[config.mk]
export PLATFORM = sky130hd
export DESIGN_NAME = corrige_hamming
export DESIGN_NICKNAME = d
export VERILOG_FILES = /design/src/rtl/corrige_hamming_pkg.sv /design/src/rtl/corrige_hamming_sindrome.sv /design/src/rtl/corrige_hamming.sv
export SDC_FILE = /design/constraint.sdc
export NUM_CORES = 1
export LEC_CHECK = 0
export CORE_ASPECT_RATIO = 1.2
export CORE_UTILIZATION = 51
export CTS_CLUSTER_DIAMETER = 200
export DETAILED_ROUTE_END_ITERATION = 12
export PLACE_DENSITY = 0.8
export SYNTH_ARGS = -nofsm -noshare
export SYNTH_HDL_FRONTEND = slang
export SYNTH_SLANG_ARGS = --single-unit
[constraint.sdc]
create_clock -name clk -period 2 [get_ports clk]
set_clock_uncertainty 0.15 [all_clocks]
set_input_delay 0.2 -clock clk [delete_from_list [all_inputs] [get_ports clk]]
set_output_delay 0.2 -clock clk [all_outputs]
set_load 0.005 [all_outputs]
[src/rtl/corrige_hamming_pkg.sv]
// rtl/corrige_hamming_pkg.sv - shared Hamming(15,11) constants and helpers
// Coverage masks and data positions are shared with the encoder side of the link.
package pkg_hamming;

  localparam int LARGURA_DADO = 11;
  localparam int LARGURA_CW   = 15;
  localparam int LARGURA_SIND = 4;

  // Bit k-1 of a mask is set when Hamming position k is covered by that parity bit.
  localparam logic [LARGURA_CW-1:0] MASCARA_P1 = 15'h5555;
  localparam logic [LARGURA_CW-1:0] MASCARA_P2 = 15'h6666;
  localparam logic [LARGURA_CW-1:0] MASCARA_P4 = 15'h7878;
  localparam logic [LARGURA_CW-1:0] MASCARA_P8 = 15'h7F80;

  localparam int POS_DADO [0:LARGURA_DADO-1] = '{2, 4, 5, 6, 8, 9, 10, 11, 12, 13, 14};

  function automatic logic [LARGURA_DADO-1:0] extrai_dados(input logic [LARGURA_CW-1:0] cw);
    logic [LARGURA_DADO-1:0] d;
    d = '0;
    for (int i = 0; i < LARGURA_DADO; i++) begin
      d[i] = cw[POS_DADO[i]];
    end
    return d;
  endfunction

endpackage

[src/rtl/corrige_hamming_sindrome.sv]
// rtl/corrige_hamming_sindrome.sv - combinational Hamming(15,11) syndrome
// A nonzero result is the 1-based position of a single flipped bit.
module sindrome_hamming
  import pkg_hamming::*;
(
  input  logic [LARGURA_CW-1:0]   cw,
  output logic [LARGURA_SIND-1:0] sindrome
);

  assign sindrome = {^(cw & MASCARA_P8),
                     ^(cw & MASCARA_P4),
                     ^(cw & MASCARA_P2),
                     ^(cw & MASCARA_P1)};

endmodule

[src/rtl/corrige_hamming.sv]
// rtl/corrige_hamming.sv - two-stage Hamming(15,11) single-error corrector
// Stage 1 registers codeword and syndrome; stage 2 registers corrected data.
module corrige_hamming
  import pkg_hamming::*;
#(
  parameter int LARGURA_CONT = 16
)(
  input  logic                    clk,
  input  logic                    rst_n,
  input  logic [LARGURA_CW-1:0]   entrada,
  input  logic                    entrada_valida,
  output logic                    entrada_pronta,
  output logic [LARGURA_DADO-1:0] saida,
  output logic [LARGURA_SIND-1:0] sindrome,
  output logic                    erro,
  output logic                    saida_valida,
  input  logic                    saida_pronta,
  input  logic                    limpa_contador,
  output logic [LARGURA_CONT-1:0] cont_corrigidos
);

  logic [LARGURA_CW-1:0]   cw1;
  logic [LARGURA_SIND-1:0] s1;
  logic [LARGURA_SIND-1:0] s_calc;
  logic [LARGURA_CW-1:0]   mascara_erro;
  logic [LARGURA_CW-1:0]   corrigido;
  logic                    v1;
  logic                    v2;
  logic                    adv2;
  logic                    in_fire;
  logic                    out_fire;

  sindrome_hamming u_sindrome (
    .cw       (entrada),
    .sindrome (s_calc)
  );

  assign adv2           = v1 & (~v2 | saida_pronta);
  assign entrada_pronta = ~v1 | adv2;
  assign in_fire        = entrada_valida & entrada_pronta;
  assign out_fire       = v2 & saida_pronta;
  assign saida_valida   = v2;

  // Zero syndrome means no flip; otherwise flip position s1 (bit s1-1).
  always_comb begin
    mascara_erro = '0;
    if (s1 != '0) begin
      mascara_erro = LARGURA_CW'(1) << (s1 - 4'd1);
    end
    corrigido = cw1 ^ mascara_erro;
  end

  always_ff @(posedge clk or negedge rst_n) begin
    if (!rst_n) begin
      cw1             <= '0;
      s1              <= '0;
      v1              <= 1'b0;
      v2              <= 1'b0;
      saida           <= '0;
      sindrome        <= '0;
      erro            <= 1'b0;
      cont_corrigidos <= '0;
    end else begin
      if (in_fire) begin
        cw1 <= entrada;
        s1  <= s_calc;
        v1  <= 1'b1;
      end else if (adv2) begin
        v1  <= 1'b0;
      end

      if (adv2) begin
        saida    <= extrai_dados(corrigido);
        sindrome <= s1;
        erro     <= (s1 != '0);
        v2       <= 1'b1;
      end else if (out_fire) begin
        v2       <= 1'b0;
      end

      // Clear wins over a simultaneous increment; count saturates at all-ones.
      if (limpa_contador) begin
        cont_corrigidos <= '0;
      end else if (out_fire && erro && (cont_corrigidos != '1)) begin
        cont_corrigidos <= cont_corrigidos + 1'b1;
      end
    end
  end

endmodule

==> results.ini, run 1 <==
[worst_setup_path]
crit_type = flop to flop
cp_num_buf_inv = 1
r2r_cells = 6
end_kind = flop
critPathTopFamily = simple AND/OR/NAND/NOR gates
worst-path-max-fanout = 6
crit_arrival_ps = 2010
worst_ep_required_time_ps = 2080
slowest_delay_ps = 550
critPathLaunchType = flop
crit_chain = ha_2, nand4_1, nor4_4, buf_4, or4_2, a21oi_2
slowest_stage = or4_2
path_depth = 6

[logic_synthesis]
syn_inst = 236
synth_edf_count = 0
yosysMostFrequentCell = dfrtp_1
yosys-top-cells-count = dfrtp_1 (49), nand2_1 (25), xnor2_1 (20)
synthTopCellsByArea = dfrtp_1 (48%), mux2_2 (8.0%), xnor2_1 (6.9%)
yosysSeqAreaShare_pct = 48.25
syn_nets = 257
async_reset_ff_share_pct = 100.0
synth_xor_xnor_area_share_pct = 11.77
muxShareOfSynthArea_pct = 8.419
netlist_area_sq_um = 2541
ys_warn_count = 0
synth_top_family_by_area = simple AND/OR/NAND/NOR gates
yosysUniqueCellTypes = 38
synth.avg_cell_area_sq_um = 10.77
synth_compound_area_share_pct = 9.060
yosys_most_used_dff = dfrtp_1
synthAdderAreaFrac_pct = 0.4924
synth_top_area_share_pct = 48.25
ys_seq_elements = 49
synth_top_cell_by_area = dfrtp_1
synth-simple-area-share_pct = 20.29

[grt]
grt_pass1_wl_um = 8928
grt_usage_pct = 22.56
grt_max_degree = 27
grt_pass1_vias = 1991
gr-total-overflow = 0
antenna_found_initial = 0

[cells_and_area]
fin_nets = 332
utilization_pct = 72.88
n_antenna_cell = 0
syn_to_final_growth_pct = 34.66
layout-drive-gt1-share_pct = 22.12
stdcell_count = 370
stdcell_area_sq_um = 3422
fillers = 348

[route]
ant_nets = 0
vias = 2032
routed_wl_um = 5208
first_iter_violations = 114
drcViolationCount = 0
firstDrtPassIters = 4
via_per_inst = 5.492
wl_per_cell_um = 14.08

[sta]
setup_viol = 0
tightest_slew_ps = 569.3
rsz0062_at_grt = true
period_share_pct = 96.44
post-route-min-period_ps = 1929
relSlewSlack_pct = 62.05
fmax_mhz = 518.5
hold_viol = 0
report.final.slew_viol_count = 0
setup_tns_ps = 0

[power]
pwr_density_cell_nw_per_um2 = 794.8
cellLeakagePower_uw = 0.001403
ir_worst_vdd_mv = 0.5712
total_power_uw = 2720

[placed_design]
gp_congestion = 0.8139
portBuffers = 53
dpl_cell_area_sq_um = 3278
hpwlAfterDp_um = 4013
placed_cells = 360

[die]
coreArea_sq_um = 4696
die_area_sq_um = 5270
ios = 54
die_x_um = 66.44
die_h_um = 79.33
initial_utilization_pct = 54.12
rows = 27

[clock_tree]
clk_pin_slew_worst_paths_ps = 90
cts_tree = done
insertion_delay_ps = 300
htree_levels = 2
cts-root-buf = clkbuf_8
cts_inserted_buffers = 5
clock-sinks = 49
cts_max_path_buffers = 2

[hold_path]
hold_class = input pin to asynchronous set/reset pin

[status]
status = completed

[flow_run]
max_cap_violations = 0

-- final timing paths --
kind                                    startpoint                 end  slack (ps)
worst max-delay path            cont_corrigidos[0]  cont_corrigidos[2]          70
worst min-delay path                         rst_n  cont_corrigidos[4]         270
worst max register to register  cont_corrigidos[0]  cont_corrigidos[2]          70
worst min register to register            saida[6]            saida[6]         340
max in group asynchronous                    rst_n               s1[1]         890
min in group clk                          saida[6]            saida[6]         340
-- what timing repair did --
| action | in CTS | in global routing |
|---|---|---|
| pin swaps | 1 | 2 |
| resized for setup | 2 | 6 |
| buffers inserted | 1 | 0 |
| endpoints found under the setup margin | 1 | 4 |
| hold buffers | 1 | 0 |
| endpoints found under the hold margin | 23 | 0 |
-- cell type report --
| cell class | instances | area (sq um) | share of cell area, % |
|---|---|---|---|
| tap | 58 | 72.57 | 2.121 |
| timing repair buffer | 75 | 721.9 | 21.10 |
| inverter | 2 | 7.507 | 0.2194 |
| sequential | 49 | 1227 | 35.87 |
| clock buffer | 6 | 82.58 | 2.413 |
| clock inverter | 2 | 13.76 | 0.4022 |
| multi-input combinational | 178 | 1296 | 37.88 |
-- through the flow --
stage / hold WS, ps / worst slack (ps)
CTS: 276.7 / 35.67
global placement: 72.81 / -71.47
finish: 269.6 / 71.18
detailed placement: 74.13 / -126.0
floorplan: -245.6 / 175.1
global route: 319.6 / -9.549
-- placed cells by master (no fill, tap or decap), types with 2 or more instances in the layout --
cell,netlist,final
or2_2,4,4
or4_1,3,3
or3_2,3,3
buf_12,0,2
nor4_1,2,2
or3_1,2,2
mux2_2,18,18
nor2_1,9,9
clkdlybuf4s50_1,0,52
nand4_4,2,2
buf_4,0,18
o31ai_1,7,6
xor2_1,9,9
nor2b_1,3,3
inv_1,2,2
xnor3_1,2,2
dfrtp_1,49,48
nand2b_1,7,7
nor3_1,6,5
o21ai_0,19,19
nand4_1,5,5
clkbuf_8,0,6
xnor2_1,20,20
or4_2,3,3
nand2_1,25,25
a21oi_1,11,10
nand3_1,5,5
and3_1,2,2
-- where the power goes --
| part | switching (uW) | internal [uW] |
|---|---|---|
| Sequential | 159 | 1170 |
| Combinational | 293 | 489 |
| Clock | 328 | 281 |
-- metal layers --
| layer | up-vias | part of all wire (%) | GRT usage, % |
|---|---|---|---|
| li1 | 990 | - | - |
| met1 | 978 | 41 | 26.25 |
| met2 | 58 | 55 | 40.82 |
| met3 | 6 | 3.2 | 4.885 |
| met4 | 0 | 0.81 | 6.596 |
| met5 | - | 0 | 0 |
-- cell families after synthesis --
logic type / Yosys count
buffers and inverters: 9
AND/OR/NAND/NOR: 87
XOR/XNOR: 31
multiplexers: 19
adder cells (fa/ha/maj): 1
AO/OA/AOI/OAI: 40
flip-flops: 49
-- worst reg2reg max path, stage by stage (launching register included) --
cell,delay [ps]
dfrtp_1,400
ha_2,210
nand4_1,170
nor4_4,90
buf_4,160
or4_2,550
a21oi_2,130
-- sequential cells by signal (all words and copies together), names as in the netlist --
name             cells
cw1                 11
erro                 1
sindrome             4
cont_corrigidos     16
saida_valida         1
s1                   4
saida               11
v1                   1
No activity file was read; power rests on OpenSTA's default activity.
==> run 2: changes to the inputs <==
Settings changed: ABC_AREA set to 1, CORE_UTILIZATION 51 to 52, GPL_ROUTABILITY_DRIVEN set to 1.
==> run 2 against run 1 <==
First-iteration DRC count is 15% higher. Largest power group unchanged. Utilization is 0.97 points lower. Cell area is 5.3% higher. Register-to-register slack better by 40 ps. Total power is 4.5% higher. Worst hold slack better by 7.7 ps. Combinational power is 9.3% higher. Flip-flop and latch count stayed put. Largest cell class unchanged.
==> results.ini, run 2 <==
[status]
status = completed

[placed_design]
hpwlAfterDp_um = 4926
placed_cells = 489
gp_congestion = 0.8725
portBuffers = 53

[worst_setup_path]
end_kind = flop
worstReg2RegEnd = cont_corrigidos[1]
critPathLaunchType = flop
crit_arrival_ps = 1980
ff2ff_setup_slack_ps = 110
timing.rr.start = cont_corrigidos[0]
crit_type = flop to flop
worst_ep_required_time_ps = 2090
r2r_cells = 11
worst-path-max-fanout = 13

[route]
wl_per_cell_um = 12.89
drcViolationCount = 0
vias = 2614
via_per_inst = 5.228
ant_nets = 0
firstDrtPassIters = 4
routed_wl_um = 6444
first_iter_violations = 131

[logic_synthesis]
synth_top_cell_by_area = dfrtp_1
yosysMostFrequentCell = nand2_1
synth_edf_count = 0
syn_nets = 393
ys_warn_count = 0
syn_inst = 372
async_reset_ff_share_pct = 100.0
synth_top_area_share_pct = 44.28
ys_seq_elements = 49
synth.avg_cell_area_sq_um = 7.443
yosys-top-cells-count = nand2_1 (151), dfrtp_1 (49), nor2_1 (27)
yosysSeqAreaShare_pct = 44.28
netlist_area_sq_um = 2769
yosysUniqueCellTypes = 21
synthTopCellsByArea = dfrtp_1 (44%), nand2_1 (20%), xor2_1 (6.6%)
yosys_most_used_dff = dfrtp_1

[clock_tree]
cts_inserted_buffers = 5
htree_levels = 2
cts-root-buf = clkbuf_8
cts_max_path_buffers = 2
insertion_delay_ps = 290
clock-sinks = 49
clk_pin_slew_worst_paths_ps = 90
cts_tree = done

[power]
p_switching_uw = 850.9
clock_power_share_pct = 23.8
p_comb_share_pct = 30.1
intPower_uw = 1992
p_seq_share_pct = 46.1
switching_share_pct = 29.93
cellLeakagePower_uw = 0.001715
ir_worst_vdd_mv = 0.3821
pwr_density_cell_nw_per_um2 = 789.3

[grt]
grt_max_degree = 26
antenna_found_initial = 0
grt_pass1_vias = 2589
grt_usage_pct = 26.91
grt_pass1_wl_um = 11100
gr-total-overflow = 0

[sta]
period_share_pct = 94.38
setup_viol = 0
hold_ws_ps = 277.3
tightest_slew_ps = 592.1
fmax_mhz = 529.8
relSlewSlack_pct = 60.53
rsz0062_at_grt = false
setup_tns_ps = 0
report.final.slew_viol_count = 0
hold_viol = 0
post-route-min-period_ps = 1888

[flow_run]
max_cap_violations = 0

[cells_and_area]
final_cell_mix = nand2_1 (151), clkdlybuf4s50_1 (52), dfrtp_1 (49)
largest_reg_flops = 16
layout_commonest_cell = nand2_1
largest_register = cont_corrigidos
layout-drive-gt1-share_pct = 7.273
largest_registers = cont_corrigidos x16, cw1 x11, saida x11
stdcell_count = 500
syn_to_final_growth_pct = 30.09
n_antenna_cell = 0
fin_nets = 461

[die]
rows = 28
die_h_um = 81.94
initial_utilization_pct = 55.27
coreArea_sq_um = 5010
ios = 54
die_x_um = 68.62
die_area_sq_um = 5622

[hold_path]
hold_class = input pin to asynchronous set/reset pin

## run 2: cell types whose count changed after synthesis, moves of 5 or more
cell,before,now
nand2_1,25,151
inv_1,2,26
nand3_1,5,25
mux2_2,18,0
nor2_1,9,27
xor2_1,9,21
a21oi_1,11,0
nand2b_1,7,0
o21ai_0,19,26
o31ai_1,7,0
clkbuf_1,3,8
nor3_1,6,1
## run 2: power by group through the flow
stage | registers (uW) | clock network (uW) | logic [uW]
4_1_cts | 1310 | 689 | 854
2_1_floorplan | 1310 | 0 | 395
5_1_grt | 1330 | 737 | 966
3_3_place_gp | 1320 | 0 | 815
6_report | 1310 | 677 | 855
3_5_place_dp | 1330 | 0 | 835
## run 2: what timing repair did
item | 4_1_cts | 5_1_grt
resized for setup | 0 | 2
hold buffers | 1 | 0
endpoints found under the hold margin | 24 | 0
setup buffers | 2 | 1
setup endpoints to repair | 3 | 14
cloned | 0 | 0
pin swaps | 1 | 1
## run 2: per-layer routing
| layer | routed length (um) | track usage, % | vias up |
|---|---|---|---|
| li1 | - | - | 1303 |
| met1 | 2462 | 27.27 | 1205 |
| met3 | 245 | 6.111 | 18 |
| met5 | 0 | 0 | - |
| met4 | 176 | 15.00 | 0 |
| met2 | 3559 | 49.31 | 88 |
## run 2: worst max path at each step
| stage | cells past startpoint | startpoint | end | slack, ps |
|---|---|---|---|---|
| 3_5_place_dp | 10 | cont_corrigidos[0] | cont_corrigidos[10] | 20 |
| 4_1_cts | 11 | cont_corrigidos[0] | cont_corrigidos[1] | 50 |
| 5_1_grt | 11 | cont_corrigidos[0] | cont_corrigidos[13] | 30 |
| 3_3_place_gp | 10 | cont_corrigidos[0] | cont_corrigidos[11] | 90 |
| 6_report | 11 | cont_corrigidos[0] | cont_corrigidos[1] | 110 |
| 2_1_floorplan | 9 | cont_corrigidos[1] | cont_corrigidos[0] | 340 |
## run 2: final cells by class
| class | instances | area (sq um) |
|---|---|---|
| tap | 60 | 75.07 |
| inverter | 27 | 101.3 |
| clock inverter | 2 | 35.03 |
| fill | 414 | 1408 |
| timing repair buffer | 71 | 688.2 |
| multi-input combinational | 286 | 1408 |
| clock buffer | 5 | 68.82 |
| sequential | 49 | 1226 |
## run 2: kinds of logic after synthesis
kind of cell	count (synthesis)	synth area share [%]
buf+inv	37	5.332
compound gates	28	5.241
xor+xnor	37	11.70
fa+ha+maj	1	0.4518
flops	49	44.28
simple gates	220	32.99
## run 2: worst max-delay path, stage by stage, from the launching register on
cell and delay [ps]:
dfrtp_1 420, ha_4 180, inv_1 80, nor2_4 140, nand2_2 90, nor2_4 130, nor2_2 40, buf_4 170
nor2_4 150, buf_12 150, nand2_1 50, nand2_1 70
## run 2: stage by stage
| stage | utilization, % | instance area (sq um) | total power [uW] | setup WS, ps |
|---|---|---|---|---|
| global placement | 68.68 | 3441 | 2135 | 92.14 |
| CTS | 71.50 | 3582 | 2852 | 53.47 |
| floorplan | - | 2769 | 1701 | 335.1 |
| global route | 71.90 | 3602 | 3037 | 27.99 |
| detailed placement | 68.68 | 3441 | 2162 | 18.43 |
| finish | 71.90 | 3602 | 2843 | 112.3 |
